## src/rtl/vram_arbiter_if.sv

```systemverilog
// Requester and RAM-side bus for the VRAM arbiter; slave is the arbiter view,
// master is the environment (requesters plus the RAM instance).
interface vram_arbiter_if #(
  parameter int ADDR_W = 15,
  parameter int DATA_W = 8
);
  logic [2:0]          req;
  logic [2:0]          we;
  logic [3*ADDR_W-1:0] addr;
  logic [3*DATA_W-1:0] wdata;
  logic [2:0]          gnt;
  logic [2:0]          rvalid;
  logic [DATA_W-1:0]   rdata;
  logic                ram_we;
  logic [ADDR_W-1:0]   ram_w_addr;
  logic [DATA_W-1:0]   ram_w_data;
  logic [ADDR_W-1:0]   ram_r_addr;
  logic [DATA_W-1:0]   ram_r_data;

  modport slave (
    input  req, we, addr, wdata, ram_r_data,
    output gnt, rvalid, rdata, ram_we, ram_w_addr, ram_w_data, ram_r_addr
  );

  modport master (
    output req, we, addr, wdata, ram_r_data,
    input  gnt, rvalid, rdata, ram_we, ram_w_addr, ram_w_data, ram_r_addr
  );
endinterface

```

## src/rtl/vram_arbiter.sv

```systemverilog
// Three-port arbiter for a single-port VRAM: port 0 has priority, bounded by a
// starvation counter; ports 1/2 share a round-robin slot. Read data is registered.
//   rr_ptr | meaning
//   PORT_1 | port 1 wins the next 1-vs-2 tie
//   PORT_2 | port 2 wins the next 1-vs-2 tie
module vram_arbiter #(
  parameter int ADDR_W     = 15,
  parameter int DATA_W     = 8,
  parameter int STARVE_MAX = 4
) (
  input  logic          clock,
  input  logic          reset,
  vram_arbiter_if.slave bus
);
  localparam int         CNT_W  = $clog2(STARVE_MAX + 2);
  localparam logic [1:0] PORT_1 = 2'd1;
  localparam logic [1:0] PORT_2 = 2'd2;

  logic [1:0]        rr_ptr;
  logic [CNT_W-1:0]  starve_cnt;
  logic [2:0]        rvalid_q;
  logic [DATA_W-1:0] rdata_q;

  logic [2:0]        gnt_c;
  logic [1:0]        sel;
  logic              gnt_any;
  logic              wait_lo;
  logic              at_limit;
  logic              rd_fire;
  logic              sel_we;
  logic [ADDR_W-1:0] sel_addr;
  logic [DATA_W-1:0] sel_wdata;

  always_comb begin
    gnt_c    = 3'b000;
    sel      = 2'd0;
    wait_lo  = bus.req[1] | bus.req[2];
    at_limit = (starve_cnt == CNT_W'(STARVE_MAX));
    // Reset low cancels any grant so nothing reaches the RAM in that cycle.
    if (!reset) begin
      gnt_c = 3'b000;
    end else if (bus.req[0] && !(wait_lo && at_limit)) begin
      gnt_c = 3'b001;
      sel   = 2'd0;
    end else if (bus.req[1] && bus.req[2]) begin
      sel   = rr_ptr;
      gnt_c = (rr_ptr == PORT_2) ? 3'b100 : 3'b010;
    end else if (bus.req[1]) begin
      gnt_c = 3'b010;
      sel   = PORT_1;
    end else if (bus.req[2]) begin
      gnt_c = 3'b100;
      sel   = PORT_2;
    end
  end

  always_comb begin
    gnt_any   = |gnt_c;
    sel_addr  = bus.addr[int'(sel)*ADDR_W +: ADDR_W];
    sel_wdata = bus.wdata[int'(sel)*DATA_W +: DATA_W];
    sel_we    = bus.we[sel];
    rd_fire   = gnt_any && !sel_we;
  end

  assign bus.gnt        = gnt_c;
  assign bus.ram_we     = gnt_any && sel_we;
  assign bus.ram_w_addr = gnt_any ? sel_addr  : '0;
  assign bus.ram_r_addr = gnt_any ? sel_addr  : '0;
  assign bus.ram_w_data = gnt_any ? sel_wdata : '0;
  assign bus.rvalid     = rvalid_q;
  assign bus.rdata      = rdata_q;

  always_ff @(posedge clock) begin
    if (!reset) begin
      rvalid_q   <= 3'b000;
      rdata_q    <= '0;
      rr_ptr     <= PORT_1;
      starve_cnt <= '0;
    end else begin
      rvalid_q <= rd_fire ? gnt_c : 3'b000;
      if (rd_fire) rdata_q <= bus.ram_r_data;

      if (gnt_c[1])      rr_ptr <= PORT_2;
      else if (gnt_c[2]) rr_ptr <= PORT_1;

      // Count port-0 wins only while a low-priority port is actually waiting.
      if (gnt_c[0] && wait_lo) begin
        if (!at_limit) starve_cnt <= starve_cnt + CNT_W'(1);
      end else begin
        starve_cnt <= '0;
      end
    end
  end
endmodule

```

## src/flat_wrapper.sv

```systemverilog
// flat-port wrapper written by rule: the top's interface ports become plain ports
module vram_arbiter_flat 
#(
  parameter int ADDR_W     = 15,
  parameter int DATA_W     = 8,
  parameter int STARVE_MAX = 4
)
  (clock, reset, bus_req, bus_we, bus_addr, bus_wdata, bus_ram_r_data, bus_gnt, bus_rvalid, bus_rdata, bus_ram_we, bus_ram_w_addr, bus_ram_w_data, bus_ram_r_addr);
  vram_arbiter_if #(.ADDR_W(ADDR_W), .DATA_W(DATA_W)) bus_i ();
  input  logic clock;
  input  logic reset;
  input wire logic [$bits(bus_i.req)-1:0] bus_req;
  input wire logic [$bits(bus_i.we)-1:0] bus_we;
  input wire logic [$bits(bus_i.addr)-1:0] bus_addr;
  input wire logic [$bits(bus_i.wdata)-1:0] bus_wdata;
  input wire logic [$bits(bus_i.ram_r_data)-1:0] bus_ram_r_data;
  output wire logic [$bits(bus_i.gnt)-1:0] bus_gnt;
  output wire logic [$bits(bus_i.rvalid)-1:0] bus_rvalid;
  output wire logic [$bits(bus_i.rdata)-1:0] bus_rdata;
  output wire logic [$bits(bus_i.ram_we)-1:0] bus_ram_we;
  output wire logic [$bits(bus_i.ram_w_addr)-1:0] bus_ram_w_addr;
  output wire logic [$bits(bus_i.ram_w_data)-1:0] bus_ram_w_data;
  output wire logic [$bits(bus_i.ram_r_addr)-1:0] bus_ram_r_addr;
  assign bus_i.req = bus_req;
  assign bus_i.we = bus_we;
  assign bus_i.addr = bus_addr;
  assign bus_i.wdata = bus_wdata;
  assign bus_i.ram_r_data = bus_ram_r_data;
  assign bus_gnt = bus_i.gnt;
  assign bus_rvalid = bus_i.rvalid;
  assign bus_rdata = bus_i.rdata;
  assign bus_ram_we = bus_i.ram_we;
  assign bus_ram_w_addr = bus_i.ram_w_addr;
  assign bus_ram_w_data = bus_i.ram_w_data;
  assign bus_ram_r_addr = bus_i.ram_r_addr;
  vram_arbiter #(.ADDR_W(ADDR_W), .DATA_W(DATA_W), .STARVE_MAX(STARVE_MAX)) u_core (.clock(clock), .reset(reset), .bus(bus_i));
endmodule
```

## config.mk

```make
export PLATFORM = sky130hd
export DESIGN_NAME = vram_arbiter_flat
export DESIGN_NICKNAME = d
export VERILOG_FILES = /design/src/rtl/vram_arbiter_if.sv /design/src/rtl/vram_arbiter.sv /design/src/flat_wrapper.sv
export SDC_FILE = /design/constraint.sdc
export NUM_CORES = 1
export LEC_CHECK = 0
export BUFFER_PORTS_ARGS = -buffer_cell sky130_fd_sc_hd__buf_2
export CAP_MARGIN = 30
export CORE_MARGIN = 2
export CORE_UTILIZATION = 33
export CTS_CLUSTER_DIAMETER = 150
export DETAILED_ROUTE_END_ITERATION = 8
export GPL_TIMING_DRIVEN = 0
export PLACE_DENSITY_LB_ADDON = 0.3
export REMOVE_ABC_BUFFERS = 1
export SYNTH_ARGS = -nofsm -noshare
export SYNTH_HDL_FRONTEND = slang
export SYNTH_SLANG_ARGS = --single-unit
```

## constraint.sdc

```tcl
create_clock -name clock -period 3.3 [get_ports clock]
set_input_delay 0.99 -clock clock [delete_from_list [all_inputs] [get_ports clock]]
set_output_delay 0.99 -clock clock [all_outputs]
set_load 0.02 [all_outputs]
```

==> metrics, run 1 <==
result of the run finished, violations left; violated checks setup timing; Synth Register Bits 16; starting utilization of the core area 33.85%; layout filler cell count 408; total placed cells including tap cells 348; number of antenna violations at the first check in global routing 0; most used standard cells in the synthesized netlist nor2_1 (27), a2bb2oi_1 (23), mux2i_1 (23); Top Ports 138; top cells by area, synth dfxtp_1 (22%), mux2i_1 (16%), a2bb2oi_1 (14%), buf_4 (8.7%), nor2_1 (6.9%); Critical Path Fanout Max 7; port buffer count 137; highest attainable clock frequency 285.4 MHz; static leakage 1.349 nW; n_diodes 0; count leader, synth nor2_1; iteration count of the initial detailed-routing pass 4; final core area utilization 59.43%; largest voltage drop on the vdd net 236.5 uV; shortest period the worst path allows 3504 ps; count of flip-flops with a built-in enable after synthesis 0; Startpoint Class input pin; remaining antenna violation count 0; hold buffers post-CTS 0; setup TNS after final layout -3437 ps; post-synthesis cell type with the largest combined area dfxtp_1; Yosys warning count 0; number of DRC markers after the initial detailed-route iteration 60; most common flop cell mapped by yosys dfxtp_1; cell at the root of the clock tree clkbuf_8; Synth top area share 21.88%; Crit. End Element output pin; non-filler cells, final 375; height of the die 70.61 um; Total Die Area 0.004985 mm^2; clock-pin transition on the worst setup and hold timing paths 60 ps; Syn Std Cell Area 0.001464 mm^2; Arrival @ worst endpoint 2510 ps; power density of the placed cells 298.5 mW/mm^2; Syn Inst Count 182; x dimension of the die 70.61 um; Avg WL per Cell 14.91 um; count of pins over their slew limit 0; least setup slack across all paths after layout -204.4 ps; clock tree from TritonCTS yes; latest clock arrival within the worst-skew pair 250 ps; largest net degree at the start of global routing 15; remaining design rule violation count 0; Bufs on Longest Clock Path 2; Setup Viol. Count Final 39; first-pass GRT wire length 8404 um; unrepaired setup endpoints after global routing true; Post-synth ARST share 0%; syn_area_per_cell 8.043 um^2; synth unique cells 38; Hold WS 468.4 ps; overall via count from detail_route 1841; Setup Slack @ Placement -666.0 ps; final wirelength 5592 um; Rel. slew slack 61.61%; critical setup path kind in2out; Remaining Overflow, GRT 0; area overhead of the layout relative to synthesis 75.56%; Final Cycle Share 106.2%; final estimated routing congestion in global placement 0.6920; fin nets 411; routed vias/inst 4.909; post-synthesis sequential area ratio 21.88%; hold violation count in the final report 0; sink count of the clock tree 16; half-perimeter wire length after placement 3665 um; number of buffers added by the clock tree synthesis step 3; Hold/Removal Path Class reg2reg; share of final-layout standard cells stronger than drive strength 1 58.82%; CTS H-tree lvls 1; number of rows in the core area 24; total routing resource utilization after global routing 20.75%; slew at the pin closest to its max-slew limit 575.9 ps; Register-to-Register Setup Slack 1140 ps; Maximum Capacitance Violations 0; required time worst endpoint 2310 ps; placeable core region 0.004324 mm^2; Fin Clk Skew 1.368 ps; vias in the first global route 1773
==> what timing repair did <==
action / CTS / global route
buffers inserted: 19 / 0
pin swaps: 7 / 8
cloned: 4 / 0
gates resized for setup: 25 / 18
setup endpoints to repair: 41 / 40
==> through the flow <==
step	total power, mW	cell area, um^2
after global placement	0.5254	2048
after CTS	0.7530	2481
final	0.7670	2570
after detailed placement	0.5345	2110
after global routing	0.8118	2570
after floorplan	0.4022	1297
==> power breakdown <==
group	total (mW)	leakage, nW	internal (mW)	switching, mW
combinational	0.376	1.19	0.175	0.202
clock	0.174	0.0288	0.106	0.0685
sequential	0.216	0.132	0.208	0.00810
==> worst paths after layout <==
| path | depth (start not counted) | startpoint | endpoint |
|---|---|---|---|
| worst max-delay path | 9 | bus_req[2] | bus_ram_w_data[5] |
| worst min-delay path | 1 | u_core.starve_cnt[0]$_SDFFE_PN0N_ | u_core.starve_cnt[0]$_SDFFE_PN0N_ |
| worst max register to register | 9 | u_core.starve_cnt[0]$_SDFFE_PN0N_ | u_core.bus.rdata[0]$_SDFFE_PN0P_ |
| worst min register to register | 1 | u_core.starve_cnt[0]$_SDFFE_PN0N_ | u_core.starve_cnt[0]$_SDFFE_PN0N_ |
==> registers in the layout (all words and copies together), names as in the netlist <==
register / flops
u_core.starve_cnt: 3
u_core.rr_ptr: 2
u_core.bus.rvalid: 3
u_core.bus.rdata: 8
==> metal layers <==
layer / up-vias / share of wire, % / track usage (%)
met4: 0 / 1.4 / 5.660
met2: 83 / 53 / 38.68
met5: - / 0 / 0
met1: 819 / 39 / 24.26
met3: 9 / 6.6 / 3.846
li1: 930 / - / -
==> layout make-up <==
cell class | instances | area, um^2 | share of cell area (%)
multi-input combinational | 133 | 1066 | 41.48
timing repair buffer | 160 | 1010 | 39.29
sequential | 16 | 320.3 | 12.46
tap | 52 | 65.06 | 2.532
clock buffer | 4 | 55.05 | 2.142
inverter | 9 | 47.55 | 1.850
timing repair inverter | 1 | 6.256 | 0.2434
==> worst max-delay path, cell delays in order <==
cell and delay [ps]:
buf_8 100, and2b_2 230, nor3_4 210, buf_12 160, buf_16 130, mux2i_1 260, a2bb2oi_1 230, nor2_1 50
buf_2 150
==> placed cells by master (no fill, tap or decap), drive strengths merged, types with 2 or more instances in the layout <==
cell type,count
nand2,13
inv,8
ha,2
buf,160
and2b,2
a21boi,2
o211ai,9
mux2i,23
dfxtp,16
nand3,10
a21oi,2
a2bb2oi,23
o21ai,3
nor2,27
clkbuf,4
nor3,6
==> cell families (layout without fill, tap and decap cells) <==
family          count (synthesis)  count (layout)  synth area share, %
compound gates                 46              46                26.24
fa+ha+maj                       2               2                1.709
buf+inv                        34             174                13.67
flops                          16              16                21.88
mux                            23              23                15.73
simple gates                   61              62                20.77
Note: power is estimated with default switching activity, not from simulation.
==> run 2: changes to the inputs <==
Settings changed: ABC_AREA set to 1, CORE_UTILIZATION 33 to 34.
==> run 2 against run 1 <==
The flow now finishes without violations. Final cell count up 13%. Routed wire length is 1.0% higher. Sequential power fell by 2%. Synthesized area rose by 6.7%. Core utilization is 2.7 points lower. Non-clock buffer count down 17. Flip-flop and latch count did not move.
==> metrics, run 2 <==
result of the run finished clean; unrepaired setup endpoints after global routing true; largest voltage drop on the vdd net 117.1 uV (-50%); half-perimeter wire length after placement 3642 um (-0.64%); vias in the first global route 1853 (+4.5%); remaining design rule violation count 0 (unchanged); Setup Slack @ Placement -865.6 ps (-199.6 ps); termination of the worst setup path bus_ram_r_addr[8]; layout filler cell count 408 (unchanged); starting utilization of the core area 35.62% (+1.8 points); Avg WL per Cell 13.33 um (-11%); Yosys warning count 0 (unchanged); flip-flop count of the largest register, all copies and words added 8 (unchanged); Hold/Removal Path Class reg2reg; leading cell types in the layout, fill and taps excluded buf_2 (132), nand2_1 (47), inv_1 (35); area overhead of the layout relative to synthesis 59.38%; Fin Clk Skew 1.777 ps (+0.4095 ps); Maximum Capacitance Violations 0 (unchanged); Post-Synth Simple-Gate Area 33.73% (+13 points); iteration count of the initial detailed-routing pass 4 (unchanged); Total Die Area 0.005151 mm^2 (+3.3%); fraction of the mapped netlist area in compound gates 23.32% (-2.9 points); Synth Register Bits 16 (unchanged); n_diodes 0 (unchanged); final wirelength 5650 um (+1.0%); least setup slack across all paths after layout 23.19 ps (+227.5 ps); Final Cycle Share 99.30% (-6.9 points); required time worst endpoint 2310 ps (about the same); Post-synth ARST share 0% (unchanged); count of pins over their slew limit 0 (unchanged); cell at the root of the clock tree clkbuf_8; footprint of the flip-flops and latches 320.3 um^2 (unchanged); latest clock arrival within the worst-skew pair 250 ps (about the same); port buffer count 137 (unchanged); worst reg-to-reg path cell count 12 (+3); Setup Viol. Count Final 0 (-100%); shortest period the worst path allows 3277 ps (-227.5 ps); highest attainable clock frequency 305.2 MHz (+6.9%); top cells by area, synth dfxtp_1 (21%), nand2_1 (12%), o211ai_1 (11%), a21oi_1 (9.9%), inv_1 (8.4%); static leakage 1.309 nW (-2.9%); Hold WS 487.0 ps (+18.52 ps); power density of the placed cells 283.0 mW/mm^2 (-5.2%); hold violation count in the final report 0 (unchanged); final estimated routing congestion in global placement 0.7723 (+12%); Bufs on Longest Clock Path 2 (unchanged); count of flip-flops with a built-in enable after synthesis 0 (unchanged); remaining antenna violation count 0 (unchanged); Top Ports 138 (unchanged); largest net degree at the start of global routing 25 (+10); Remaining Overflow, GRT 0 (unchanged); arithmetic-cell share of the synthesized area counting full adders, half adders and majority gates 1.603% (-0.11 points); worst reg2reg startpoint u_core.starve_cnt[0]$_SDFFE_PN0N_; Crit. End Element output pin; Startpoint Class input pin; Syn Std Cell Area 0.001561 mm^2 (+6.7%); share of final-layout standard cells stronger than drive strength 1 48.12% (-11 points); clock-pin transition on the worst setup and hold timing paths 60 ps (about the same); height of the die 71.77 um (+1.7%); Synth top area share 20.51% (-1.4 points); Syn Inst Count 245 (+35%); syn_area_per_cell 6.373 um^2 (-21%); mux cell area share after synthesis 0% (-16 points); number of antenna violations at the first check in global routing 0 (unchanged); number of buffers added by the clock tree synthesis step 3 (unchanged); area used by multi-input combinational logic 0.001056 mm^2 (-0.94%); routed vias/inst 4.870 (-0.80%); critical setup path kind in2out; slew at the pin closest to its max-slew limit 311.9 ps (-264.0 ps); first-pass GRT wire length 8397 um (about the same); most common flop cell mapped by yosys dfxtp_1; post-synthesis cell type with the largest combined area dfxtp_1; final core area utilization 56.76% (-2.7 points); number of rows in the core area 24 (unchanged); worst setup path start bus_req[2]; fin nets 460 (+12%); count leader, synth nand2_1; combinational family with the most area after synthesis simple AND/OR/NAND/NOR gates; Critical Path Fanout Max 9 (+2); clock tree from TritonCTS yes; most frequent standard cell in the layout excluding fill and tap cells buf_2; critical register-to-register path endpoint u_core.bus.rdata[2]$_SDFFE_PN0P_; Rel. slew slack 79.20% (+18 points); overall via count from detail_route 2065 (+12%); synth unique cells 25 (-34%); Design Area, Final 0.002489 mm^2 (-3.2%); post-synthesis sequential area ratio 20.51% (-1.4 points); Register-to-Register Setup Slack 1380 ps (+240 ps); Arrival @ worst endpoint 2290 ps (-220 ps); number of DRC markers after the initial detailed-route iteration 80 (+33%); total routing resource utilization after global routing 20.23% (-0.51 points); placeable core region 0.004384 mm^2 (+1.4%); xor/xnor share of the synthesized area 0.5609% (+0.56 points); x dimension of the die 71.77 um (+1.7%); Placement Cell Area 0.002150 mm^2 (+1.9%); CTS H-tree lvls 1 (unchanged); sink count of the clock tree 16 (unchanged); most used standard cells in the synthesized netlist nand2_1 (48), inv_1 (35), a21oi_1 (31)
==> run 2: timing repair <==
| action | CTS | global route |
|---|---|---|
| pin swaps | 6 | 2 |
| cloned | 4 | 2 |
| setup buffers | 3 | 3 |
| hold buffers | 0 | 0 |
| setup endpoints to repair | 39 | 33 |
| resized for setup | 30 | 10 |
==> run 2: area by class of cell <==
class | instances | area share [%]
multi-input cells | 165 | 42.43
clock buffers | 4 | 2.212
inverters | 41 | 7.491
well taps | 52 | 2.614
repair inverters | 3 | 1.056
repair buffers | 143 | 31.32
flip-flops and latches | 16 | 12.87
==> run 2: kinds of logic after synthesis <==
family / after synthesis
buffers and inverters: 67
xor gates and xnor gates: 1
AOI/OAI and AO/OA: 57
and+or+nand+nor: 102
DFF: 16
adders and majority gates: 2
==> run 2: report_power, final <==
group	switching, mW	internal [mW]	total [mW]
Combinational	0.188	0.127	0.315
Sequential	0.00577	0.206	0.211
Clock	0.0716	0.106	0.178
==> run 2: routing by layer <==
metal / vias up / routed length (um) / GRT usage [%]
li1: 1054 / - / -
met1: 923 / 2284 / 23.57
met2: 82 / 2954 / 38.27
met3: 6 / 363 / 2.672
met4: 0 / 47 / 5.660
met5: - / 0 / 0
==> run 2: critical path, cell delays in order <==
cell and delay, ps:
buf_6 100, inv_4 50, nand2_4 70, nand2_4 70
nand2_8 130, nand3_4 110, buf_12 170, or2_0 210
o211ai_1 110, a21oi_2 100, buf_4 170
==> run 2: how the worst min path moves through the flow <==
stage	startpoint	to	slack, ps	cells after the start
after global routing	u_core.rr_ptr[0]$_SDFFE_PN1P_	u_core.rr_ptr[0]$_SDFFE_PN1P_	510	2
after global placement	u_core.rr_ptr[0]$_SDFFE_PN1P_	u_core.rr_ptr[0]$_SDFFE_PN1P_	450	2
final	u_core.rr_ptr[0]$_SDFFE_PN1P_	u_core.rr_ptr[0]$_SDFFE_PN1P_	490	2
after CTS	u_core.rr_ptr[0]$_SDFFE_PN1P_	u_core.rr_ptr[0]$_SDFFE_PN1P_	470	2
after detailed placement	u_core.rr_ptr[0]$_SDFFE_PN1P_	u_core.rr_ptr[0]$_SDFFE_PN1P_	450	2
after floorplan	u_core.rr_ptr[0]$_SDFFE_PN1P_	u_core.rr_ptr[0]$_SDFFE_PN1P_	430	2
==> run 2: through the flow <==
step           power, mW  TNS (ps)  std cells
3_5_place_dp      0.4903    -31630        408
4_1_cts           0.6917         0        419
6_report          0.7043         0        424
5_1_grt           0.7398    -157.9        424
3_3_place_gp      0.4882    -32470        408
2_1_floorplan     0.3753     -8270        219
